==> src/rtl/sub_pkg.sv <==
// Shared constants and pipeline-stage record for the 32-bit borrow-chained subtractor.
package sub_pkg;

  localparam int WIDTH  = 32;
  localparam int SLICE  = 8;
  localparam int NSTAGE = WIDTH / SLICE;

  typedef logic [SLICE-1:0] slice_t;

  // One pipeline slot: completed low bytes in done, operands still to be consumed in pa/pb.
  typedef struct packed {
    logic             valid;
    logic             carry;
    logic [WIDTH-1:0] done;
    logic [WIDTH-1:0] pa;
    logic [WIDTH-1:0] pb;
    logic             sa;
    logic             sb;
  } stage_s;

endpackage

==> src/rtl/sub_slice_8bit.sv <==
// One byte of a - b computed as a + ~b + carry; carry out is the inverted borrow.
module sub_slice_8bit
  import sub_pkg::*;
(
  input  slice_t a_i,
  input  slice_t b_i,
  input  logic   cin_i,
  output slice_t d_o,
  output logic   cout_o
);

  assign {cout_o, d_o} = {1'b0, a_i} + {1'b0, ~b_i} + {{SLICE{1'b0}}, cin_i};

endmodule

==> src/rtl/pipelined_subtractor_32bit.sv <==
// Four-stage valid/ready subtractor: one byte slice per stage, whole pipeline moves on a single enable.
module pipelined_subtractor_32bit #(
  parameter int WIDTH = 32,
  parameter int SLICE = 8
) (
  input  logic        clk,
  input  logic        rst_n,
  input  logic        in_valid,
  output logic        in_ready,
  input  logic [31:0] a,
  input  logic [31:0] b,
  input  logic        bin,
  output logic        out_valid,
  input  logic        out_ready,
  output logic [31:0] diff,
  output logic        bout,
  output logic        ovf
);
  import sub_pkg::*;

  if (WIDTH != sub_pkg::WIDTH || SLICE != sub_pkg::SLICE) begin : g_width_check
    $error("pipelined_subtractor_32bit supports only WIDTH=32, SLICE=8");
  end

  logic                advance;
  stage_s              src   [NSTAGE];
  stage_s              stg_d [NSTAGE];
  stage_s              stg_q [NSTAGE];
  slice_t              d_w   [NSTAGE];
  logic   [NSTAGE-1:0] cout_w;

  // A stalled output freezes every stage, so in-flight slots never collide.
  assign advance  = ~stg_q[NSTAGE-1].valid | out_ready;
  assign in_ready = advance;

  always_comb begin
    src[0].valid = in_valid;
    src[0].carry = ~bin;
    src[0].done  = '0;
    src[0].pa    = a;
    src[0].pb    = b;
    src[0].sa    = a[31];
    src[0].sb    = b[31];
    for (int k = 1; k < NSTAGE; k++) begin
      src[k] = stg_q[k-1];
    end
  end

  for (genvar k = 0; k < NSTAGE; k++) begin : g_slice
    sub_slice_8bit u_slice (
      .a_i    (src[k].pa[k*SLICE +: SLICE]),
      .b_i    (src[k].pb[k*SLICE +: SLICE]),
      .cin_i  (src[k].carry),
      .d_o    (d_w[k]),
      .cout_o (cout_w[k])
    );
  end

  always_comb begin
    for (int k = 0; k < NSTAGE; k++) begin
      stg_d[k]                        = src[k];
      stg_d[k].done[k*SLICE +: SLICE] = d_w[k];
      stg_d[k].carry                  = cout_w[k];
    end
  end

  always_ff @(posedge clk or negedge rst_n) begin
    if (!rst_n) begin
      for (int k = 0; k < NSTAGE; k++) begin
        stg_q[k] <= '0;
      end
    end else if (advance) begin
      stg_q <= stg_d;
    end
  end

  // Invalid slots carry stale data; mask it so idle outputs read as zero.
  assign out_valid = stg_q[NSTAGE-1].valid;
  assign diff      = out_valid ? stg_q[NSTAGE-1].done : '0;
  assign bout      = out_valid & ~stg_q[NSTAGE-1].carry;
  assign ovf       = out_valid & (stg_q[NSTAGE-1].sa ^ stg_q[NSTAGE-1].sb)
                               & (stg_q[NSTAGE-1].done[31] ^ stg_q[NSTAGE-1].sa);

endmodule

==> config.mk <==
export PLATFORM = sky130hd
export DESIGN_NAME = pipelined_subtractor_32bit
export DESIGN_NICKNAME = d
export VERILOG_FILES = /design/src/rtl/sub_pkg.sv /design/src/rtl/sub_slice_8bit.sv /design/src/rtl/pipelined_subtractor_32bit.sv
export SDC_FILE = /design/constraint.sdc
export NUM_CORES = 1
export LEC_CHECK = 0
export ABC_AREA = 1
export CORE_ASPECT_RATIO = 0.75
export CORE_UTILIZATION = 55
export DETAILED_ROUTE_END_ITERATION = 16
export DONT_BUFFER_PORTS = 1
export PLACE_DENSITY_LB_ADDON = 0.12
export RECOVER_POWER = 25
export SYNTH_ARGS = -nofsm -noshare
export SYNTH_HDL_FRONTEND = slang
export SYNTH_HIERARCHICAL = 1
export SYNTH_SLANG_ARGS = --single-unit
==> constraint.sdc <==
create_clock -name clk -period 1.6 [get_ports clk]
set_input_delay 0.16 -clock clk [delete_from_list [all_inputs] [get_ports clk]]
set_output_delay 0.16 -clock clk [all_outputs]
set_load 0.005 [all_outputs]
# Word level (Yosys, flattened, before mapping)
# Cells that the tools add are included.
dict set report word_totals {
  reg_bits 288
  latch_bits 0
  mem_bits_rw 0
  romBits 0
  output_inout_bits 36
  elab_cells 48
  n_memories 0
}
dict set report classes {
  addsub 8
  multipliers 0
  div 0
  order_cmp 0
  eq_ne 0
  n_shift 0
  n_mux 1
  bitwise_logic 13
  n_reduce_logical 0
}
# operator n
set ops {}
lappend ops {{$add 8x8->9} 4}
lappend ops {{$add 9x1->9} 4}
lappend ops {{$mux 32} 1}
lappend ops {{$not 8->8} 4}
lappend ops {{$and 1x1->1} 3}
lappend ops {{$not 1->1} 3}
lappend ops {{$xor 1x1->1} 2}
lappend ops {{$or 1x1->1} 1}

# Logic depth before layout (Yosys ltp)
dict set report logic_depth {
  word_depth 3
  mapped_depth 12
}

# Modules after synthesis
# The synthesis kept the hierarchy.
# mod instances cells_per_inst area_per_inst_um2 seq_area_each_um2
set by_module_without_submodules {}
lappend by_module_without_submodules {pipelined_subtractor_32bit 1 865 7310.8 4654.5}
lappend by_module_without_submodules {sub_slice_8bit 4 76 416.6 0.0}

# Least setup slack after synthesis
# No wires, ideal clock.
dict set report synth_path {
  path_type {register to register}
  startpoint {register stg_q, in the netlist src[242]}
  endpoint {register stg_q, in the netlist src[198]}
  setup_time_ns 0.066
  t_arrival_ns 1.667
  t_required_ns 1.534
  path_slack_ns -0.132
  stages_incl_launch_ff 11
  n_path_buf 0
  period_less_slack_ns 1.732
  cell_sequence {dfrtp_1 -> inv_1 -> fa_1 -> fa_1 -> inv_2 -> nand3_1 -> nand3_1 -> nand2_1 -> nand2_1 -> nand2_1 -> nand2_1}
}
dict set report synth_via {
  elab_chain_len 2
}
# element line_no
set synth_lines {}
lappend synth_lines {{start, declared} pipelined_subtractor_32bit.sv:28} ;# stage_s stg_q [NSTAGE];
lappend synth_lines {{start signal, assigned} pipelined_subtractor_32bit.sv:73} ;# stg_q <= stg_d;
lappend synth_lines {{$add 8x8->9} sub_slice_8bit.sv:12} ;# assign {cout_o, d_o} = {1'b0, a_i} + {1'b0, ~b_i} + {{SLICE{1'b0}}, cin_i};
lappend synth_lines {{$add 9x1->9} sub_slice_8bit.sv:12}
lappend synth_lines {{net cout_w[1]} pipelined_subtractor_32bit.sv:30} ;# logic [NSTAGE-1:0] cout_w;
# The timed path passes the listed nets, and every way through them passes these cells.
# A chain may end at the register's enable or synchronous reset.

# Worst setup path after layout
dict set report layout_path {
  startpoint {register stg_q, in the netlist src[150]}
  endpoint {register stg_q, in the netlist src[98]}
}
# The elaborated chain is that of the path after synthesis.

==> run_results.csv <==
group,metric,value,unit
run_status,status,"finished with violations",
run_status,violations,"hold timing, setup timing",
clocking,cts-root-buf,"clkbuf_16",
finish,fin_util,66.4,%
finish,diodes,0,
critical_path,reg2reg_to,"src[98]$_DFFE_PN0P_",
synth,synthesis.area,0.00898,mm2
grt,grt_overflow_total,0,
sta,slew_viol_final,0,
routing,antenna_left,0,
placed_design,dp_hpwl,11.2,mm
critical_path,path_cells,"inv_2 -> fa_2 -> fa_2 -> inv_2 -> nand3_2 -> nand3_2 -> nand2_1 -> nand2_1 -> nand2_1 -> nand2_1",
critical_path,slowest_delay,400,ps
clocking,cts_tree,"done",
sta,rsz0062_at_grt,"yes",
critical_path,rrSetupSlack,-110,ps
routing,wl_per_cell,12.5,um
critical_path,crit_path_end_kind,"flip-flop",
pwr,p_leak,6.09,nW
synth,ys_seq_area_share,51.8,%
sta,tns,-943,ps
grt,grt_pass1_wl,30.7,mm
routing,route.detailed.drc,0,
placed_design,placed_area,0.00929,mm2
critical_path,cp_common_cell,"nand2_1",
grt,top_usage_layer,"met1",
synth,yosysTopAreaCell,"dfrtp_1",
synth,synth.most_common_cell,"nand2_1",
critical_path,critical_path_buf_inv_count,2,
synth,ys_top_cells_by_area,"dfrtp_1 52%, nand2_1 29%, inv_1 5.3%, ha_1 3.9%, fa_1 1.8%",
critical_path,crit_required,1970,ps
sta,hold_viol,186,
critical_path,crit_path_top_delay_cell,"fa_2",
floorplanning,ioPinCount,105,
grt,grt_pass1_vias,6366,
finish,drive_above_1_share,9.25,%
routing,vias,6894,
synth,yosysWarnings,6,
placed_design,place.gp.congestion,0.893,
pwr,p_per_area,2010,mW/mm2
synth,synth_ff_type,"dfrtp_1",
floorplanning,chipHeight,113,um
synth,syn_avg_cell_area,7.68,um2
floorplanning,coreArea,0.0160,mm2
routing,wirelength,18.1,mm
sta,slew_headroom,80.5,%
finish,area_growth,18.0,%
critical_path,r2r_start,"src[150]$_DFFE_PN0P_",
grt,met3_usage,4.96,%
grt,grt_use_met2,34.1,%
sta,fmax,584,MHz
floorplanning,dieWidth,150,um
clocking,numClockSinks,186,
synth,ys_ff_latch,186,
critical_path,critPathMaxFanout,2,
critical_path,critPathTopFamily,"adder cells",
routing,drtIter0Drc,466,
synth,synth-async-reset-ratio,100,%
routing,vias_per_cell,4.78,
clocking,cts.htree.levels,4,
sta,holdWs,-576,ps
clocking,clock_path_buffers,2,
synth,netlist_top_cells_count,"687 x nand2_1, 186 x dfrtp_1, 126 x inv_1, 28 x ha_1, 21 x buf_4",
sta,clock_skew,10.2,ps
finish,final_cell_area,0.0106,mm2
sta,fin_crit,1710,ps
floorplanning,die-area,0.0168,mm2
floorplanning,initial_utilization,56.2,%
worst_hold_path,hp-class,"in2async",
grt,grt_max_degree,187,
run,drv_cap,0,
synth,synth-edff-count,0,
critical_path,cp-start-kind,"flip-flop",
clocking,path_clk_slew,70,ps
sta,fin_ws,-112,ps
grt,grt_use_met1,34.7,%
placed_design,port_buffers,0,
synth,synthCells,1169,
critical_path,arrival,2080,ps
floorplanning,num_rows,40,
grt,antenna_found_initial,0,
sta,setup-violations-final,15,
synth,synth_top_area_share,51.8,%
critical_path,r2r_cells,10,
grt,grt_usage,23.2,%
sta,worstMarginPinSlew,293,ps
routing,dr.pass1.iters,7,
critical_path,path_class,"reg2reg",
clocking,clkLatencyLatePin,430,ps
sta,min_period_over_period,107,%
clocking,numCtsBuffers,17,
synth,synth_fp_nets,1274,
clocking,hold_buffers,49,
synth,ys_types,18,
finish,final_nets,1325,
pwr,ir_drop,0.00122,V
kinds of logic (layout without fill, tap and decap cells):
| logic type | after synthesis | count (layout) | share of synthesized area, % |
|---|---|---|---|
| compound gates | 16 | 16 | 0.892 |
| flops | 186 | 186 | 51.8 |
| fa+ha+maj | 36 | 36 | 5.69 |
| simple gates | 737 | 738 | 31.7 |
| xor+xnor | 12 | 12 | 1.17 |
| buf+inv | 182 | 245 | 8.70 |
state kept, by name, summed over array words and instances (netlist names):
signal     count
out_valid      1
src          150
stg_q         35
cell usage in the layout (no fill, tap or decap), types with 11 or more instances in the layout:
master         instances
nand2_1              685
clkbuf_16             17
nor2_1                12
dfrtp_1              185
xnor2_1               11
ha_1                  23
nand3_1               12
buf_4                 13
inv_1                117
inv_2                 21
a21oi_1               12
dlygate4sd3_1         49
power breakdown:
part | internal (mW) | total, mW | switching (mW)
Clock | 2.54 | 4.43 | 1.89
Sequential | 6.75 | 8.00 | 1.25
Combinational | 3.75 | 8.91 | 5.15
Total | 13.0 | 21.3 | 8.30
repair_timing:
item | 4_1_cts | 5_1_grt
buffers inserted | 7 | 2
hold endpoints to repair | 235 | 186
endpoints found under the setup margin | 46 | 27
gates cloned | 1 | 0
resized for setup | 8 | 17
pin swaps | 12 | 10
layout make-up:
cell class                 instances  area [um2]
fill                            1335        5370
sequential                       186        4660
multi-input combinational        802        3710
timing repair buffer              75         822
inverter                         138         518
clock buffer                      18         439
tap                              210         263
clock inverter                    14         185
per-layer routing:
metal,vias up,part of all wire (%)
met2,150,45
met3,12,4.1
met5,-,0
li1,3558,-
met4,0,0.56
met1,3174,50
worst max-delay path by stage:
stage	from	to	slack, ps	cells after the start
6_report	src[150]$_DFFE_PN0P_	src[98]$_DFFE_PN0P_	-110	10
5_1_grt	src[58]$_DFFE_PN0P_	stg_q[98]$_DFFE_PN0P_	-200	10
4_1_cts	src[150]$_DFFE_PN0P_	src[98]$_DFFE_PN0P_	-80	10
3_5_place_dp	src[198]$_DFFE_PN0P_	src[98]$_DFFE_PN0P_	-140	10
3_3_place_gp	src[98]$_DFFE_PN0P_	stg_q[96]$_DFFE_PN0P_	-100	9
2_1_floorplan	src[298]$_DFFE_PN0P_	src[180]$_DFFE_PN0P_	-40	9
per-stage QoR:
stage	cells	setup WS [ps]	power, mW
global route	1443	-202	23.4
CTS	1441	-81.1	21.0
detailed placement	1352	-136	16.2
finish	1443	-112	21.3
global placement	1352	-104	15.9
floorplan	1169	-38.1	14.3
Note: power is estimated with default switching activity, not from simulation.
